--- src/rtl/player_input.sv ---
// Player keypad front end: synchronizes the raw key, debounces press and release,
// then checks the debounced cell code against the board and issues a one-cycle
// accept or reject strobe to the game controller.
module player_input #(
    // Must be at least 2.
    parameter int unsigned DEBOUNCE_CYCLES = 16
) (
    input  logic        ph1,
    input  logic        reset,
    input  logic        keyValid,
    input  logic [3:0]  keyCode,
    input  logic [17:0] gBoard,
    input  logic        gameIsDone,
    output logic        playerWrite,
    output logic [3:0]  playerInput,
    output logic        invalidMove
);

    localparam int unsigned CW = $clog2(DEBOUNCE_CYCLES + 1);
    localparam logic [CW-1:0] CNT_MAX = CW'(DEBOUNCE_CYCLES);

    typedef enum logic [1:0] {
        IDLE,
        DEBOUNCE,
        VALIDATE,
        WAIT_RELEASE
    } state_t;

    logic          keyValid_m, keyValid_s;
    logic [3:0]    keyCode_m, keyCode_s;

    state_t        state_q, state_d;
    logic [CW-1:0] cnt_q, cnt_d;
    logic [3:0]    cand_q, cand_d;
    logic          pw_d, inv_d;
    logic [3:0]    pin_d;

    logic          cand_ok;
    logic          cell_empty;

    // Two-flop synchronizers for the asynchronous keypad inputs.
    always_ff @(posedge ph1 or negedge reset) begin
        if (!reset) begin
            keyValid_m <= 1'b0;
            keyValid_s <= 1'b0;
            keyCode_m  <= 4'b0000;
            keyCode_s  <= 4'b0000;
        end else begin
            keyValid_m <= keyValid;
            keyValid_s <= keyValid_m;
            keyCode_m  <= keyCode;
            keyCode_s  <= keyCode_m;
        end
    end

    // Look up the candidate's board cell; codes outside 1..9 are never legal.
    always_comb begin
        cand_ok    = 1'b0;
        cell_empty = 1'b0;
        for (int n = 1; n <= 9; n++) begin
            if (cand_q == 4'(n)) begin
                cand_ok    = 1'b1;
                cell_empty = (gBoard[2*n-2 +: 2] == 2'b00);
            end
        end
    end

    // FSM, counter, candidate and registered output strobes.
    always_ff @(posedge ph1 or negedge reset) begin
        if (!reset) begin
            state_q     <= IDLE;
            cnt_q       <= '0;
            cand_q      <= 4'b0000;
            playerWrite <= 1'b0;
            invalidMove <= 1'b0;
            playerInput <= 4'b0000;
        end else begin
            state_q     <= state_d;
            cnt_q       <= cnt_d;
            cand_q      <= cand_d;
            playerWrite <= pw_d;
            invalidMove <= inv_d;
            playerInput <= pin_d;
        end
    end

    // Next-state logic: debounce press, judge once, then debounce release.
    always_comb begin
        state_d = state_q;
        cnt_d   = cnt_q;
        cand_d  = cand_q;
        pw_d    = 1'b0;
        inv_d   = 1'b0;
        pin_d   = playerInput;

        case (state_q)
            IDLE: begin
                cnt_d = '0;
                if (keyValid_s) begin
                    state_d = DEBOUNCE;
                    cnt_d   = CW'(1);
                    cand_d  = keyCode_s;
                end
            end
            DEBOUNCE: begin
                if (!keyValid_s || (keyCode_s != cand_q)) begin
                    state_d = IDLE;
                    cnt_d   = '0;
                end else if (cnt_q == CNT_MAX) begin
                    state_d = VALIDATE;
                    cnt_d   = '0;
                end else begin
                    cnt_d = cnt_q + CW'(1);
                end
            end
            VALIDATE: begin
                // Board and game-over flag only matter in this one cycle.
                state_d = WAIT_RELEASE;
                cnt_d   = '0;
                if (!gameIsDone) begin
                    if (cand_ok && cell_empty) begin
                        pw_d  = 1'b1;
                        pin_d = cand_q;
                    end else begin
                        inv_d = 1'b1;
                    end
                end
            end
            WAIT_RELEASE: begin
                // Any bounce back to pressed restarts the release count.
                if (keyValid_s) begin
                    cnt_d = '0;
                end else if (cnt_q == CNT_MAX) begin
                    state_d = IDLE;
                    cnt_d   = '0;
                end else begin
                    cnt_d = cnt_q + CW'(1);
                end
            end
            default: begin
                state_d = IDLE;
                cnt_d   = '0;
            end
        endcase
    end

endmodule

--- config.mk ---
export PLATFORM = sky130hd
export DESIGN_NAME = player_input
export DESIGN_NICKNAME = d
export VERILOG_FILES = /design/src/rtl/player_input.sv
export SDC_FILE = /design/constraint.sdc
export NUM_CORES = 1
export LEC_CHECK = 0
export ABC_CLOCK_PERIOD_IN_PS = 2100
export CAP_MARGIN = 20
export CORE_ASPECT_RATIO = 0.6
export CORE_MARGIN = 1.5
export CORE_UTILIZATION = 46
export DETAILED_ROUTE_END_ITERATION = 10
export HOLD_SLACK_MARGIN = 0.08
export PLACE_DENSITY = 0.8
export SYNTH_ARGS = -nofsm -noshare
export SYNTH_HDL_FRONTEND = slang
export SYNTH_SLANG_ARGS = --single-unit
--- constraint.sdc ---
create_clock -name ph1 -period 2.1 [get_ports ph1]
set_clock_uncertainty 0.05 [all_clocks]
set_input_delay 0.21 -clock ph1 [delete_from_list [all_inputs] [get_ports ph1]]
set_output_delay 0.21 -clock ph1 [all_outputs]
set_load 0.02 [all_outputs]
Yosys cells after proc, flatten, opt, wreduce, memory -nomap -nowiden:

Cells that the tools add are included.

* register bits after elaboration: 27
* input bits: 26
* logic and storage cells: 81

* add/sub/neg operators: 1
* eq/ne operators: 18
* muxes and demuxes: 35
* bitwise gates (word level): 1
* reduce and logical (&&, ||, !) cells: 16

Operator list (number)
* two-way mux 1 bit: 25
* logical NOT 2 bit: 10
* case mux 5 bit (4 select lines): 1
* equality test 4 x 3 -> 1 bit (second input constant): 4
* two-way mux 5 bit: 3
* two-way mux 2 bit: 5
* equality test 4 x 2 -> 1 bit (second input constant): 2
* equality test 4 bit (second input constant): 2
* case mux 2 bit (4 select lines): 1
* inequality test 2 bit (second input constant): 3
* adder 5 x 1 -> 5 bit (second input constant): 1
* equality test 5 bit (second input constant): 1
* equality test 2 bit (second input constant): 2
* equality test 4 x 1 -> 1 bit (second input constant): 1
* inequality test 4 bit: 1
* AND reduction 4 bit: 1
* inequality test 3 bit (second input constant): 1
* AND reduction 3 bit: 1
* equality test 2 x 1 -> 1 bit (second input constant): 1
* AND reduction 2 bit: 1
* logical AND 1 bit: 1
* logical NOT 1 bit: 1
* logical OR 1 bit: 1
* NOT 1 bit: 1

Longest topological paths before layout:

* word-level depth: 14
* mapped depth: 6

Least setup slack after synthesis:

Ideal clock, no wire load.

* path kind: register -> register
* from: register cand_q[0]
* to: register playerInput[0]
* library setup time: 0.125 ns
* data arrival time: 1.661 ns
* required time: 1.925 ns
* path slack: 0.264 ns
* cell stages (with the launch flop): 6
* cell sequence: dfrtp_1 or4b_1 o311a_1 a211oi_2 o21ai_2 mux2_4

* longest elaborated chain between the ends: 12
* elaborated cells between the ends (all ways): 29
* those cells by class: 9 x eq/ne; 18 x mux; 2 x reduce/logical

RTL lines
* start: declaration: RTL line 34 `logic [3:0] cand_q, cand_d;`
* start signal: assignment: RTL line 80 `cand_q <= cand_d;`
* equality test 4 x 1 -> 1 bit: RTL line 61 `if (cand_q == 4'(n)) begin`
* two-way mux 1 bit (9 in series): RTL line 61
* logical AND 1 bit: RTL line 121 `if (cand_ok && cell_empty) begin`
* AND reduction 3 bit (no line)
* end signal: assignment: RTL line 83 `playerInput <= pin_d;`
* end: declaration: RTL line 15 `output logic [3:0] playerInput,`

Parallel ways exist; a longest one is shown, timed or not.
A chain may end at the register's enable or synchronous reset.

Worst setup path after layout:

Ends and elaborated chain as after synthesis.

==> results.ini <==
[run_status]
outcome=finished, final reports clean

[power]
leakage_uw=0.000691
vdd_ir_drop_max_uv=788
combPwrFrac_pct=30.9
p_per_area_nw_per_um2=876
p_sw_share_pct=32.0
clock_power_share_pct=20.8
internal_power_uw=948
p_seq_share_pct=48.4
p_total_uw=1390
p_sw_uw=446

[floorplan]
die_w_um=68.2
ioPinCount=32
start_util_pct=51.2
die_h_um=42.1
floorplan.die_area_um2=2880
core_um2=2290
fp-row-count=13

[global_routing]
antenna_found_initial=0
grt_pass1_wl_um=3950
grt_max_degree=28
grt_pass1_vias=842
grt_use_total_pct=18.7
overflow=0

[drt]
drtIter0Drc=50
top_layer_used=met3
avgViaCountPerCell=5.13
ant_nets=0
route.detailed.drc=0
routed_wl_um=2370
firstDrtPassIters=4
met1_length_um=1120
vias=851
route.detailed.wl_per_inst_um=14.3
wl_met3_um=111
wl_met2_um=1140

[cts]
clock_latency_ns=0.27
h-tree-depth=1
clockBufferDepth=2
clkSinkCount=27
tritoncts=done
cts_root_buf=clkbuf_8
cts.repair.resized=0
cts_buffers=3
clkTransAtPathRegs_ns=0.09
ctsHoldBuffers=0
cts_setup_buffers=0

[synthesis]
postSynthNetCount=128
synth_ff_type=dfrtp_1
ys_seq_elements=27
yosysUniqueCellTypes=33
synth_top_area_cell=dfrtp_1
yosys.area_share.xor_xnor_pct=5.22
synthTopCellsByCount=dfrtp_1 (27), nor2_1 (9), inv_1 (6), o21ai_0 (5)
synth_compound_area_share_pct=11.7
syn_avg_cell_area_um2=11.7
syn-cell-area_um2=1170
post_synth_fa_ha_maj_area_fraction_pct=2.13
yosys_warnings=0
synth_top_family_by_area=simple AND/OR/NAND/NOR gates
syn_inst=100
synthTopCellsByArea=dfrtp_1 (58%), mux2_2 (3.8%), xnor2_1 (3.0%)
ys_seq_area_share_pct=57.5
synthSimpleGateAreaFrac_pct=14.9
yosysMostFrequentCell=dfrtp_1
synth_edf_count=0
async_flop_share_pct=100
synthMuxAreaShare_pct=5.11
yosysTopAreaCellShare_pct=57.5

[final_layout]
fin_area_um2=1590
layout.nets=165
final_util_pct=69.4
drive_gt1_share_pct=12.5
fillers=175
n_antenna_cell=0
area_growth_pct=35.5

[worst_setup_path]
reg2reg_to=playerInput[0]$_DFFE_PN0P_
cp-end-kind=flip-flop
start_kind=flip-flop
worstReg2RegStart=cand_q[0]$_DFFE_PN0P_
reg2reg_slack_ns=0.18
crit_type=reg2reg
cp.required_ns=2.21
cp.arrival_ns=2.03
critical_path.max_fanout=4
critical_path.max_stage_delay_ns=0.51
worstPathCellList=or4b_1, o311a_1, a211oi_2, o21ai_2, mux2_4
slowest_stage=or4b_1
reg2reg_depth=5

[place]
dpl_cell_area_um2=1540
hpwl_um=1880
gp_congestion=0.833
place.port_buffers=31

[sta]
hold_viol=0
fmax_mhz=522
min_period_ns=1.92
hold_ws_ns=0.253
rsz0062_at_grt=no
setup_violations=0
finalMaxSlewViolations=0
slew_headroom_pct=74.7
tightest_slew_ns=0.378
finalCritPeriodShare_pct=91.2

[worst_hold_path]
hp-class=in2async

[flow_run]
drv_cap=0

## state kept, by name, indices dropped and copies added (netlist names), named ones only
register,flops
state_q,1
keyValid_s,1
cnt_q,5
invalidMove,1
playerWrite,1
keyCode_m,4
cand_q,4
keyCode_s,4
playerInput,4
keyValid_m,1
## worst max-delay path by stage
stage                                            end  cells past startpoint                   from  slack [ns]
final                     playerInput[0]$_DFFE_PN0P_                      5  cand_q[0]$_DFFE_PN0P_        0.18
after global routing      playerInput[0]$_DFFE_PN0P_                      6  cand_q[1]$_DFFE_PN0P_        0.08
after global placement    playerInput[0]$_DFFE_PN0P_                      6             gBoard[11]       -0.02
after CTS                 playerInput[0]$_DFFE_PN0P_                      5  cand_q[0]$_DFFE_PN0P_        0.18
after floorplan           playerInput[0]$_DFFE_PN0P_                      5  cand_q[0]$_DFFE_PN0P_        0.26
after detailed placement  playerInput[0]$_DFFE_PN0P_                      6             gBoard[11]       -0.04
## cell type report
| cell class | count | area, µm² | area share (%) |
|---|---|---|---|
| well taps | 30 | 37.5 | 2.36 |
| repair buffers | 36 | 348 | 21.9 |
| inverters | 6 | 22.5 | 1.42 |
| clock buffers | 3 | 41.3 | 2.59 |
| clock inverters | 1 | 7.51 | 0.472 |
| flip-flops and latches | 27 | 676 | 42.5 |
| multi-input cells | 63 | 459 | 28.9 |
## cells by family (layout without fill, tap and decap cells)
kind of cell	after synthesis	count (layout)
simple gates	31	31
flops	27	27
compound gates	18	18
buf+inv	10	46
xor+xnor	7	7
mux	5	5
fa+ha+maj	2	2
## cells in the final DEF (no fill, tap or decap), types with 4 or more instances in the layout
cell type        synthesis  final
mux2_2                   4      4
clkdlybuf4s50_1          0     31
dfrtp_1                 27     27
nand2_1                  4      4
o21ai_0                  5      5
buf_4                    0      5
inv_1                    6      6
nor2_1                   9      9
xnor2_1                  4      4
## power groups by stage
| stage | combinational (µW) | sequential, µW | clock, µW |
|---|---|---|---|
| 2_1_floorplan | 317 | 630 | 0 |
| 3_3_place_gp | 409 | 676 | 0 |
| 3_5_place_dp | 426 | 684 | 0 |
| 4_1_cts | 431 | 673 | 301 |
| 5_1_grt | 472 | 685 | 333 |
| 6_report | 430 | 674 | 290 |
## routing by layer
layer	up-vias	global-route usage (%)
li1	423	-
met1	411	24.4
met2	17	30.7
met3	0	6.45
met4	0	2.40
met5	-	0
## metrics by stage
step	worst slack [ns]	TNS, ns	cells
after detailed placement	-0.0371	-0.0371	162
after CTS	0.184	0	166
after global routing	0.0789	0	166
final	0.184	0	166
after global placement	-0.0157	-0.0157	162
after floorplan	0.264	0	100
## critical path: cells and delay by family (launching register included)
kind	cells	cell delay [ns]
compound gates	3	0.55
simple gates	1	0.51
flops	1	0.39
mux	1	0.31
Note: power is estimated with default switching activity, not from simulation.
